<file path="src/rtl/sap_cpu_param.sv">
// ---------------------------------------------------------------------------
// sap_cpu_param
//
// Parametrised micro-sequenced accumulator CPU. The datapath has PC, MAR,
// RAM, IR, A, B, an ALU, Z/C flags and an output register. Instructions are
// variable length: each opcode returns to FETCH after its last execute
// step, so there is no fixed step frame.
//
// Instruction word: opcode = ir[DATA_W-1 -: 4], operand = ir[ADDR_W-1:0].
// Immediates are the zero-extended operand. DATA_W must be >= ADDR_W + 4 so
// that the opcode and operand fields do not overlap.
//
// Ports:
//   clk             system clock, rising-edge active
//   reset           asynchronous active-high reset; RAM is not cleared
//   prog            1 = programming mode: write RAM every cycle, hold core
//   addr            RAM write address while prog=1
//   programm_input  RAM write data while prog=1
//   output_register value latched by OUT
//   out_valid       one-cycle pulse in the cycle after an OUT executes
//   halted          high while the core sits in HALT
//   pc_dbg          current program counter
// ---------------------------------------------------------------------------
module sap_cpu_param #(
    parameter int DATA_W = 8,
    parameter int ADDR_W = 4
) (
    input  logic              clk,
    input  logic              reset,
    input  logic              prog,
    input  logic [ADDR_W-1:0] addr,
    input  logic [DATA_W-1:0] programm_input,
    output logic [DATA_W-1:0] output_register,
    output logic              out_valid,
    output logic              halted,
    output logic [ADDR_W-1:0] pc_dbg
);

    localparam int DEPTH = 1 << ADDR_W;

    localparam logic [3:0] OP_NOP = 4'b0000;
    localparam logic [3:0] OP_LDA = 4'b0001;
    localparam logic [3:0] OP_ADD = 4'b0010;
    localparam logic [3:0] OP_OUT = 4'b0011;
    localparam logic [3:0] OP_JMP = 4'b0100;
    localparam logic [3:0] OP_STA = 4'b0101;
    localparam logic [3:0] OP_LDI = 4'b0110;
    localparam logic [3:0] OP_SUB = 4'b0111;
    localparam logic [3:0] OP_JMZ = 4'b1000;
    localparam logic [3:0] OP_CMP = 4'b1001;
    localparam logic [3:0] OP_JMC = 4'b1010;
    localparam logic [3:0] OP_JNZ = 4'b1011;
    localparam logic [3:0] OP_ADI = 4'b1100;
    localparam logic [3:0] OP_SBI = 4'b1101;
    localparam logic [3:0] OP_HLT = 4'b1111;

    typedef enum logic [2:0] {
        FETCH  = 3'd0,
        DECODE = 3'd1,
        EX1    = 3'd2,
        EX2    = 3'd3,
        EX3    = 3'd4,
        HALT   = 3'd5
    } state_t;

    // Program/data memory. Not reset so it maps onto block RAM; the read
    // address is the registered MAR.
    logic [DATA_W-1:0] ram [DEPTH];

    state_t            state_reg;
    logic [ADDR_W-1:0] pc_reg;
    logic [ADDR_W-1:0] mar_reg;
    logic [DATA_W-1:0] ir_reg;
    logic [DATA_W-1:0] a_reg;
    logic [DATA_W-1:0] b_reg;
    logic              z_reg;
    logic              c_reg;
    logic [DATA_W-1:0] out_reg;
    logic              out_valid_reg;
    logic              halted_reg;

    logic [3:0]        opcode;
    logic [ADDR_W-1:0] operand;
    logic [DATA_W-1:0] imm;
    logic [DATA_W-1:0] ram_rd;

    logic              alu_sub;
    logic [DATA_W-1:0] alu_rhs;
    logic [DATA_W:0]   alu_res;
    logic              alu_z;
    logic              alu_c;
    logic              sta_we;

    // Middle IR bits between opcode and operand carry no meaning.
    logic              unused_ir;

    assign opcode    = ir_reg[DATA_W-1 -: 4];
    assign operand   = ir_reg[ADDR_W-1:0];
    assign imm       = {{(DATA_W-ADDR_W){1'b0}}, operand};
    assign ram_rd    = ram[mar_reg];
    assign unused_ir = ^ir_reg;

    // ALU: one (DATA_W+1)-bit adder/subtractor. In EX3 the right operand is
    // B (ADD/SUB/CMP); in EX1 it is the immediate (ADI/SBI). Bit DATA_W is
    // carry on add and borrow on subtract.
    always_comb begin
        alu_sub = (opcode == OP_SUB) || (opcode == OP_CMP) || (opcode == OP_SBI);
        alu_rhs = (state_reg == EX3) ? b_reg : imm;
        if (alu_sub) begin
            alu_res = {1'b0, a_reg} - {1'b0, alu_rhs};
        end else begin
            alu_res = {1'b0, a_reg} + {1'b0, alu_rhs};
        end
        alu_z = (alu_res[DATA_W-1:0] == '0);
        alu_c = alu_res[DATA_W];
    end

    assign sta_we = (state_reg == EX2) && (opcode == OP_STA);

    // RAM write port. Programming has priority and abandons any STA in
    // flight; an STA write is also suppressed while reset is held.
    always_ff @(posedge clk) begin
        if (prog) begin
            ram[addr] <= programm_input;
        end else if (!reset && sta_we) begin
            ram[mar_reg] <= a_reg;
        end
    end

    // Control sequencer and datapath registers.
    always_ff @(posedge clk or posedge reset) begin
        if (reset) begin
            state_reg     <= FETCH;
            pc_reg        <= '0;
            mar_reg       <= '0;
            ir_reg        <= '0;
            a_reg         <= '0;
            b_reg         <= '0;
            z_reg         <= 1'b0;
            c_reg         <= 1'b0;
            out_reg       <= '0;
            out_valid_reg <= 1'b0;
            halted_reg    <= 1'b0;
        end else if (prog) begin
            // Hold the core at the start of the program; data registers
            // keep their values across programming.
            state_reg     <= FETCH;
            pc_reg        <= '0;
            out_valid_reg <= 1'b0;
            halted_reg    <= 1'b0;
        end else begin
            out_valid_reg <= 1'b0;
            case (state_reg)
                FETCH: begin
                    mar_reg   <= pc_reg;
                    state_reg <= DECODE;
                end
                DECODE: begin
                    ir_reg    <= ram_rd;
                    pc_reg    <= pc_reg + ADDR_W'(1);
                    state_reg <= EX1;
                end
                EX1: begin
                    state_reg <= FETCH;
                    case (opcode)
                        OP_LDA, OP_ADD, OP_SUB, OP_CMP, OP_STA: begin
                            mar_reg   <= operand;
                            state_reg <= EX2;
                        end
                        OP_OUT: begin
                            out_reg       <= a_reg;
                            out_valid_reg <= 1'b1;
                        end
                        OP_JMP: pc_reg <= operand;
                        OP_LDI: a_reg  <= imm;
                        OP_JMZ: if (z_reg)  pc_reg <= operand;
                        OP_JMC: if (c_reg)  pc_reg <= operand;
                        OP_JNZ: if (!z_reg) pc_reg <= operand;
                        OP_ADI, OP_SBI: begin
                            a_reg <= alu_res[DATA_W-1:0];
                            z_reg <= alu_z;
                            c_reg <= alu_c;
                        end
                        OP_HLT: begin
                            state_reg  <= HALT;
                            halted_reg <= 1'b1;
                        end
                        default: ; // NOP and the reserved opcode
                    endcase
                end
                EX2: begin
                    state_reg <= FETCH;
                    case (opcode)
                        OP_LDA: a_reg <= ram_rd;
                        OP_ADD, OP_SUB, OP_CMP: begin
                            b_reg     <= ram_rd;
                            state_reg <= EX3;
                        end
                        default: ; // STA writes through the RAM port
                    endcase
                end
                EX3: begin
                    // CMP shares the subtract path but only updates flags.
                    if (opcode != OP_CMP) begin
                        a_reg <= alu_res[DATA_W-1:0];
                    end
                    z_reg     <= alu_z;
                    c_reg     <= alu_c;
                    state_reg <= FETCH;
                end
                HALT: state_reg <= HALT;
                default: state_reg <= FETCH;
            endcase
        end
    end

    assign output_register = out_reg;
    assign out_valid       = out_valid_reg;
    assign halted          = halted_reg;
    assign pc_dbg          = pc_reg;

endmodule

</file>
<file path="config.mk">
export PLATFORM = sky130hd
export DESIGN_NAME = sap_cpu_param
export DESIGN_NICKNAME = d
export VERILOG_FILES = /design/src/rtl/sap_cpu_param.sv
export SDC_FILE = /design/constraint.sdc
export NUM_CORES = 1
export LEC_CHECK = 0
export BUFFER_PORTS_ARGS = -buffer_cell sky130_fd_sc_hd__buf_2
export CORE_MARGIN = 5
export CORE_UTILIZATION = 30
export CTS_BUF_LIST = sky130_fd_sc_hd__clkbuf_8
export DETAILED_ROUTE_END_ITERATION = 10
export PLACE_DENSITY_LB_ADDON = 0.25
export SYNTH_ARGS = -nofsm -noshare
export SYNTH_HDL_FRONTEND = slang
export SYNTH_SLANG_ARGS = --single-unit
</file>
<file path="constraint.sdc">
create_clock -name clk -period 4.45 [get_ports clk]
set_input_delay 0.445 -clock clk [delete_from_list [all_inputs] [get_ports clk]]
set_output_delay 0.445 -clock clk [all_outputs]
set_load 0.1 [all_outputs]
</file>
==> impl_metrics.tcl, run 1 <==
set metrics [dict create \
    ys_warn_count 0 \
    crit_fanout 12 \
    grt_pass1_wl_um 30000 \
    yosysSeqAreaShare_pct 61.9 \
    worstPathCellList "nor3b_2 > mux2i_1 > nand2_1 > nand2_1 > o211ai_1 > ha_1 > or4_1 > o221ai_1 > xnor2_1 > a221oi_2 > a21oi_1" \
    antenna_found_initial 0 \
    synth_nets 599 \
    synth_top_area_share_pct 47.4 \
    dieArea_um2 30400 \
    clk_pin_slew_ns 0.10 \
    cts_hold_buf 0 \
    postRouteAntennaNets 0 \
    synth_seq_cells 175 \
    syn2layout_area_growth_pct 11.1 \
    drc_errors 0 \
    core_um2 26800 \
    async_flop_share_pct 26.9 \
    tns_ns 0 \
    synth_area_leaders "edfxtp_1, dfrtp_1, mux4_2" \
    peakVddDrop_uv 247 \
    worst_pin_slew_ns 1.04 \
    hpwl_um 13600 \
    holdWs_ns 0.229 \
    startpoint_type "flip-flop" \
    cts_buffers 17 \
    start_util_pct 30.2 \
    grtUsageTotal_pct 12.9 \
    ios 29 \
    fmax_mhz 285 \
    yosysTopAreaCell "edfxtp_1" \
    min_path_type "primary input to async pin" \
    gp_congestion 0.829 \
    powerDensity_nw_per_um2 612 \
    numClockSinks 175 \
    endpoint_kind "flip-flop" \
    drt-initial-drc-count 376 \
    max-slew-margin-rel_pct 30.9 \
    fin_worst_skew_ns 0.0109 \
    slowest_stage "nor3b_2" \
    ys.flop_type "edfxtp_1" \
    synth_fa_ha_area_share_pct 1.64 \
    finalCritPeriodShare_pct 78.8 \
    rsz0062_at_grt "no" \
    rows 60 \
    drive_above_1_share_pct 19.9 \
    p_leak_nw 3.23 \
    critical_path_class "flip-flop to flip-flop" \
    post_drt_wl_per_cell_um 20.1 \
    grt_pass1_vias 4911 \
    crit_top_cell "nand2_1" \
    cts_root_buf "clkbuf_8" \
    finalWorstSetupSlack_ns 0.945 \
    first_pass_iters 5 \
    post_cts_buffers 0 \
    run_status "complete, no violations" \
    port-buffer-count 28 \
    ys_types 68 \
    clock_path_buffers 2 \
    grt_start_max_net_pins 48 \
    synthXorXnorAreaFrac_pct 0.973 \
    required_ns 4.80 \
    synth_simple_gate_area_share_pct 10.7 \
    regMostFlops "ram" \
    syn-cell-area_um2 8100 \
    htreeDepth 4 \
    synth_top_family_by_area "multiplexers" \
    diodes 0 \
    die_w_um 174 \
    largest_register_ffs 128 \
    maxSlewViolCount 0 \
    wirelength_um 19300 \
    die_y_um 174 \
    worstPathArrival_ns 3.85 \
    grt_overflow 0 \
    utilization_pct 33.6 \
    clk_latency_ns 0.46 \
    finalSetupViolCount 0 \
    ctsResizeCount 0 \
    via_per_inst 5.16 \
    vias 4945 \
    hold_viol 0 \
    post-place-ws_ns 0.961 \
    max_stage_delay_ns 0.60 \
    drv_cap 0 \
    final_nets 631 \
    min_period_ns 3.50 \
    syn_inst 574 \
    synthMuxAreaShare_pct 14.0 \
    cts_tree "done" \
    synth_compound_area_share_pct 8.37 \
    synth_area_per_cell_um2 14.1 \
    synth_edf_count 128 \
]
==> metrics by stage <==
stage,std cells,total power [mW],cell area [µm²]
after global placement,928,4.34,8600
after CTS,958,5.55,9010
after global routing,958,5.84,9010
final,958,5.51,9010
after floorplan,574,3.84,8100
after detailed placement,928,4.39,8600
==> synthesized netlist by cell type (3+ instances only) <==
library cell,n
a22oi_1,6
and2_1,4
o2bb2ai_1,3
o31ai_1,4
o21a_1,3
a21o_1,3
ha_1,9
nor2b_1,7
a211oi_1,3
nor2_1,35
inv_1,10
or3_1,5
o21ai_0,34
mux2i_1,14
dfrtp_1,47
nor3_1,7
xnor2_1,6
clkbuf_1,10
mux2_2,17
a31oi_1,4
nor4_1,5
mux4_1,10
buf_2,11
nand2b_1,10
xor2_1,3
nand2_1,76
edfxtp_1,128
nor3b_1,6
o21bai_1,3
nand3_1,3
mux4_2,24
a21oi_1,19
==> kinds of logic after synthesis <==
logic type               count (synthesis)
flip-flops                             175
AO/OA/AOI/OAI                          103
buffers and inverters                   36
multiplexers                            65
XOR/XNOR                                 9
AND/OR/NAND/NOR                        176
adder cells (fa/ha/maj)                 10
==> path summary, 6_finish.rpt <==
check                                                     from                              to  slack [ns]  depth (start not counted)
min in group clk                                          prog              halted$_DFFE_PP0P_        0.39                          2
max in group asynchronous                                reset          mar_reg[0]$_DFFE_PP0P_        3.51                          2
worst max-delay path                    state_reg[2]$_DFF_PP0_            a_reg[7]$_DFFE_PP0P_        0.95                         11
worst max register to register          state_reg[2]$_DFF_PP0_            a_reg[7]$_DFFE_PP0P_        0.95                         11
worst min register to register  output_register[2]$_DFFE_PP0P_  output_register[2]$_DFFE_PP0P_        0.48                          2
worst min-delay path                                     reset          state_reg[1]$_DFF_PP0_        0.23                          2
==> critical path, delay by kind of cell (launching register included) <==
kind,cells,cell delay [ns]
xor gates and xnor gates,1,0.12
adders and majority gates,1,0.27
and+or+nand+nor,4,1.43
DFF,1,0.57
muxes,1,0.39
AOI/OAI and AO/OA,4,0.61
==> placed cells by master, fill, tap and decap left out, types with 5 or more instances in the layout <==
| cell type | instances |
|---|---|
| edfxtp_1 | 128 |
| nand2_1 | 76 |
| dfrtp_1 | 46 |
| nor2_1 | 35 |
| o21ai_0 | 34 |
| buf_2 | 28 |
| mux4_2 | 24 |
| a21oi_1 | 19 |
| mux2_2 | 17 |
| clkbuf_8 | 17 |
| mux2i_1 | 14 |
| buf_4 | 11 |
| mux4_1 | 10 |
| nand2b_1 | 10 |
| inv_1 | 9 |
| ha_1 | 9 |
| nor2b_1 | 7 |
| nor3_1 | 7 |
| a22oi_1 | 6 |
| nor3b_1 | 6 |
| xnor2_1 | 6 |
| or3_1 | 5 |
| nor4_1 | 5 |
==> layer usage <==
| layer | track usage, % | vias to the layer above | share of wire [%] |
|---|---|---|---|
| met1 | 16.7 | 2542 | 43 |
| li1 | - | 2270 | - |
| met4 | 3.27 | 0 | 1.0 |
| met5 | 0 | - | 0 |
| met3 | 2.52 | 12 | 4.1 |
| met2 | 22.3 | 121 | 52 |
==> report_power, final <==
part	switching [mW]	internal [mW]
clock network	0.639	0.521
registers	0.324	1.90
logic	1.24	0.881
==> cell type report <==
cell class | instances | area [µm²]
Sequential cell | 175 | 5020
Clock inverter | 13 | 173
Clock buffer | 17 | 234
Tap cell | 341 | 427
Multi-Input combinational cell | 363 | 2890
Inverter | 10 | 37.5
Fill cell | 2562 | 17800
Timing Repair Buffer | 39 | 223
No activity file was read; power rests on OpenSTA's default activity.
==> run 2, diff against run 1 <==
==> constraint.sdc (replaced) <==
create_clock -name clk -period 3.5 [get_ports clk]
set_input_delay 0.35 -clock clk [delete_from_list [all_inputs] [get_ports clk]]
set_output_delay 0.35 -clock clk [all_outputs]
set_load 0.1 [all_outputs]
==> impl_metrics.tcl, run 2 (same netlist as run 1, synthesis figures left out) <==
set metrics [dict create \
    drv_cap 0 \
    wirelength_um 19400 \
    post_drt_wl_per_cell_um 19.8 \
    die_y_um 174 \
    rsz0062_at_grt "no" \
    crit_fanout 7 \
    fmax_mhz 306 \
    endpoint_kind "flip-flop" \
    core_um2 26800 \
    vias 4951 \
    antenna_found_initial 0 \
    start_util_pct 30.2 \
    hold_viol 0 \
    cts_hold_buf 0 \
    die_w_um 174 \
    tns_ns 0 \
    reg2reg_slack_ns 0.23 \
    p_int_mw 4.17 \
    postRouteAntennaNets 0 \
    globalRouteMet2Util_pct 22.3 \
    required_ns 3.82 \
    ios 29 \
    worstPathArrival_ns 3.59 \
    dieArea_um2 30400 \
    maxSlewViolCount 0 \
    grt_pass1_vias 5091 \
    startpoint_type "flip-flop" \
    p_leak_nw 3.34 \
    clk_latency_ns 0.45 \
    first_pass_iters 5 \
    grt.busiest_layer "met2" \
    timing.rr.end "a_reg[3]$_DFFE_PP0P_" \
    syn2layout_area_growth_pct 13.0 \
    combPwrFrac_pct 40.5 \
    hpwl_um 13800 \
    port-buffer-count 28 \
    finalSetupViolCount 0 \
    final_nets 652 \
    regMostFlops "ram" \
    via_per_inst 5.05 \
    postPlaceCellArea_um2 8770 \
    stdcell_area_um2 9160 \
    htreeDepth 4 \
    fin_worst_skew_ns 0.0121 \
    drc_errors 0 \
    cts_buffers 17 \
    worstReg2RegStart "state_reg[0]$_DFF_PP0_" \
    grt_pass1_wl_um 30400 \
    clock_path_buffers 2 \
    clk_pin_slew_ns 0.10 \
    seqPwrFrac_pct 39.5 \
    final_cell_mix "edfxtp_1, nand2_1, dfrtp_1, nor2_1, o21ai_0" \
    gp_congestion 0.860 \
    peakVddDrop_uv 307 \
    min_period_ns 3.27 \
    largest_register_ffs 128 \
    post_cts_buffers 0 \
    grt_start_max_net_pins 48 \
    swShare_pct 40.1 \
    diodes 0 \
    gr-usage-met3_pct 2.50 \
    drt-initial-drc-count 396 \
    p_sw_mw 2.79 \
    clockPowerShare_pct 20.0 \
    finalCritPeriodShare_pct 93.4 \
    grt_overflow 0 \
    mostFrequentLayoutCell "edfxtp_1" \
    max-slew-margin-rel_pct 32.0 \
    min_path_type "primary input to async pin" \
    ctsResizeCount 0 \
    worst_pin_slew_ns 1.02 \
    grtUsageTotal_pct 13.1 \
    use_met1_pct 17.1 \
    cts_root_buf "clkbuf_8" \
    numClockSinks 175 \
    critical_path_class "flip-flop to flip-flop" \
    run_status "complete, no violations" \
    rows 60 \
    cts_tree "done" \
    r2r_cells 11 \
    powerDensity_nw_per_um2 760 \
    power.total_mw 6.96 \
    drive_above_1_share_pct 22.5 \
]
[run 2: through the flow]
| stage | utilization, % | instances | setup WS [ns] | hold WS, ns |
|---|---|---|---|---|
| after global placement | 32.7 | 949 | 0.323 | 0.455 |
| after floorplan | - | 574 | 0.526 | 0.450 |
| after global routing | 34.2 | 981 | 0.0625 | 0.237 |
| after detailed placement | 32.7 | 949 | 0.303 | 0.457 |
| final | 34.2 | 981 | 0.232 | 0.149 |
| after CTS | 34.2 | 981 | 0.267 | 0.184 |
[run 2: cell type report]
type / instances / area (µm²)
Clock inverter: 15 / 155
Sequential cell: 175 / 5020
Fill cell: 2531 / 17600
Clock buffer: 17 / 234
Timing Repair Buffer: 60 / 393
Multi-Input combinational cell: 363 / 2890
Tap cell: 341 / 427
Inverter: 10 / 37.5
[run 2: worst max-delay path by stage]
stage	start	endpoint	slack [ns]	cells past startpoint
2_1_floorplan	state_reg[0]$_DFF_PP0_	a_reg[5]$_DFFE_PP0P_	0.53	12
3_3_place_gp	state_reg[0]$_DFF_PP0_	a_reg[3]$_DFFE_PP0P_	0.32	11
3_5_place_dp	state_reg[0]$_DFF_PP0_	a_reg[3]$_DFFE_PP0P_	0.30	11
4_1_cts	state_reg[0]$_DFF_PP0_	a_reg[7]$_DFFE_PP0P_	0.27	11
5_1_grt	state_reg[0]$_DFF_PP0_	a_reg[7]$_DFFE_PP0P_	0.06	11
6_report	state_reg[0]$_DFF_PP0_	a_reg[3]$_DFFE_PP0P_	0.23	11
[run 2: layer usage]
layer | wire [µm] | up-vias | part of all wire, %
met1 | 8570 | 2517 | 44
met4 | 286 | 0 | 1.5
met5 | 0 | - | 0
met3 | 631 | 23 | 3.3
li1 | - | 2320 | -
met2 | 9900 | 91 | 51
[run 2: power groups by stage]
stage                     registers (mW)  logic (mW)  clock network [mW]
final                               2.75        2.82                1.39
after global routing                2.79        3.10                1.53
after CTS                           2.75        2.83                1.43
after detailed placement            2.80        2.82                   0
after global placement              2.79        2.78                   0
after floorplan                     2.84        2.04                   0
[run 2: critical path: stages (launching register included)]
cell and delay [ns]:
dfrtp_1 0.40, nor3b_2 0.47, buf_4 0.23, mux2i_1 0.29
xor2_1 0.21, ha_1 0.25, nor2b_1 0.14, o31ai_1 0.23
xor2_1 0.31, o21ai_0 0.16, a211oi_1 0.36, a21oi_1 0.08
==> run 3, diff against run 2 <==
--- a/config.mk
+++ b/config.mk
@@ -5,7 +5,8 @@
 export SDC_FILE = /design/constraint.sdc
 export NUM_CORES = 1
 export LEC_CHECK = 0
-export BUFFER_PORTS_ARGS = -buffer_cell sky130_fd_sc_hd__buf_2
+export ABC_AREA = 0
+export BUFFER_PORTS_ARGS = -buffer_cell sky130_fd_sc_hd__buf_4
 export CORE_MARGIN = 5
 export CORE_UTILIZATION = 30
 export CTS_BUF_LIST = sky130_fd_sc_hd__clkbuf_8
==> impl_metrics.tcl, run 3 (same netlist as run 1, synthesis figures left out) <==
set metrics [dict create \
    run_status "complete, no violations" \
    largest_register_ffs 128 \
    grt_pass1_wl_um 30900 \
    final_nets 655 \
    crit_fanout 5 \
    finalSetupViolCount 0 \
    wirelength_um 19700 \
    hold_viol 0 \
    die_w_um 174 \
    required_ns 3.85 \
    diodes 0 \
    fin_worst_skew_ns 0.0231 \
    cts_buffers 17 \
    stdcell_area_um2 9270 \
    clock_path_buffers 2 \
    postRouteAntennaNets 0 \
    postPlaceCellArea_um2 8870 \
    ios 29 \
    endpoint_kind "flip-flop" \
    worst_pin_slew_ns 1.07 \
    clk_pin_slew_ns 0.10 \
    port-buffer-count 28 \
    numClockSinks 175 \
    rows 60 \
    place_inst 952 \
    first_pass_iters 5 \
    startpoint_type "flip-flop" \
    utilization_pct 34.6 \
    ctsResizeCount 0 \
    final_cell_mix "edfxtp_1, nand2_1, buf_4, dfrtp_1, nor2_1" \
    grtUsageTotal_pct 13.3 \
    instances_no_fill 984 \
    gp_congestion 0.835 \
    post_drt_wl_per_cell_um 20.0 \
    fill_cells 2576 \
    clk_latency_ns 0.48 \
    cts_root_buf "clkbuf_8" \
    peakVddDrop_uv 261 \
    grt_pass1_vias 5077 \
    antenna_found_initial 1 \
    drv_cap 0 \
    post_cts_buffers 0 \
    cts_tree "done" \
    regMostFlops "ram" \
    grt_start_max_net_pins 48 \
    drive_above_1_share_pct 23.2 \
    hpwl_um 13700 \
    critical_path_class "flip-flop to flip-flop" \
    syn2layout_area_growth_pct 14.4 \
    maxSlewViolCount 0 \
    vias 4994 \
    tns_ns 0 \
    min_path_type "primary input to async pin" \
    dieArea_um2 30400 \
    htreeDepth 4 \
    fmax_mhz 318 \
    grt_overflow 0 \
    start_util_pct 30.2 \
    die_y_um 174 \
    drt-initial-drc-count 368 \
    worstPathArrival_ns 3.49 \
    finalCritPeriodShare_pct 89.9 \
    powerDensity_nw_per_um2 759 \
    drc_errors 0 \
    core_um2 26800 \
    mostFrequentLayoutCell "edfxtp_1" \
    min_period_ns 3.15 \
    cts_hold_buf 0 \
    max-slew-margin-rel_pct 28.8 \
    via_per_inst 5.08 \
    rsz0062_at_grt "no" \
    p_leak_nw 3.38 \
]
-- run 3: changes by cell type in the layout (fill, tap and decap cells not counted), moves of 2 or more --
cell / previous run / this run
buf_4: 31 / 61
clkinv_8: 1 / 4
inv_6: 3 / 5
buf_2: 28 / 0
clkinv_4: 2 / 0
-- run 3: through the flow --
step	total power, mW	worst slack (ns)	hold WS (ns)
5_1_grt	7.47	0.123	0.215
4_1_cts	7.09	0.383	0.175
6_report	7.04	0.353	0.133
3_3_place_gp	5.65	0.403	0.462
3_5_place_dp	5.68	0.404	0.471
2_1_floorplan	4.89	0.526	0.450
-- run 3: power by group --
part	switching, mW	total (mW)	leakage [nW]	internal, mW
logic	1.68	2.89	1.40	1.20
registers	0.332	2.75	1.77	2.42
clock network	0.860	1.40	0.204	0.541
total	2.87	7.04	3.38	4.16
-- run 3: per-layer routing --
layer  wire, µm  GRT usage [%]
met4        272           3.40
met1       8800           18.1
met5          0              0
met2       9810           22.0
met3        802           2.50
-- run 3: final timing paths --
check,depth (start not counted),from,end,slack (ns)
worst max register to register,13,state_reg[0]$_DFF_PP0_,a_reg[3]$_DFFE_PP0P_,0.35
max in group asynchronous,2,reset,mar_reg[0]$_DFFE_PP0P_,2.63
worst max-delay path,13,state_reg[0]$_DFF_PP0_,a_reg[3]$_DFFE_PP0P_,0.35
worst min-delay path,2,reset,halted$_DFFE_PP0P_,0.13
worst min register to register,2,output_register[3]$_DFFE_PP0P_,output_register[3]$_DFFE_PP0P_,0.49
min in group clk,2,prog,halted$_DFFE_PP0P_,0.23
-- run 3: final cells by class --
type | count | area, µm² | share of cell area (%)
Sequential cell | 175 | 5020 | 54.1
Multi-Input combinational cell | 363 | 2890 | 31.2
Timing Repair Buffer | 63 | 498 | 5.37
Tap cell | 341 | 427 | 4.60
Clock buffer | 17 | 234 | 2.52
Clock inverter | 15 | 164 | 1.77
Inverter | 10 | 37.5 | 0.405
-- run 3: critical path, stage by stage (launching register included) --
cell      delay, ns
dfrtp_1        0.40
nor3b_2        0.36
buf_4          0.22
or3_1          0.10
o31ai_1        0.07
nand2b_1       0.17
xnor2_1        0.13
ha_1           0.31
or2_2          0.31
o31ai_1        0.09
xor2_1         0.30
o21ai_0        0.13
a211oi_1       0.36
a21oi_1        0.08
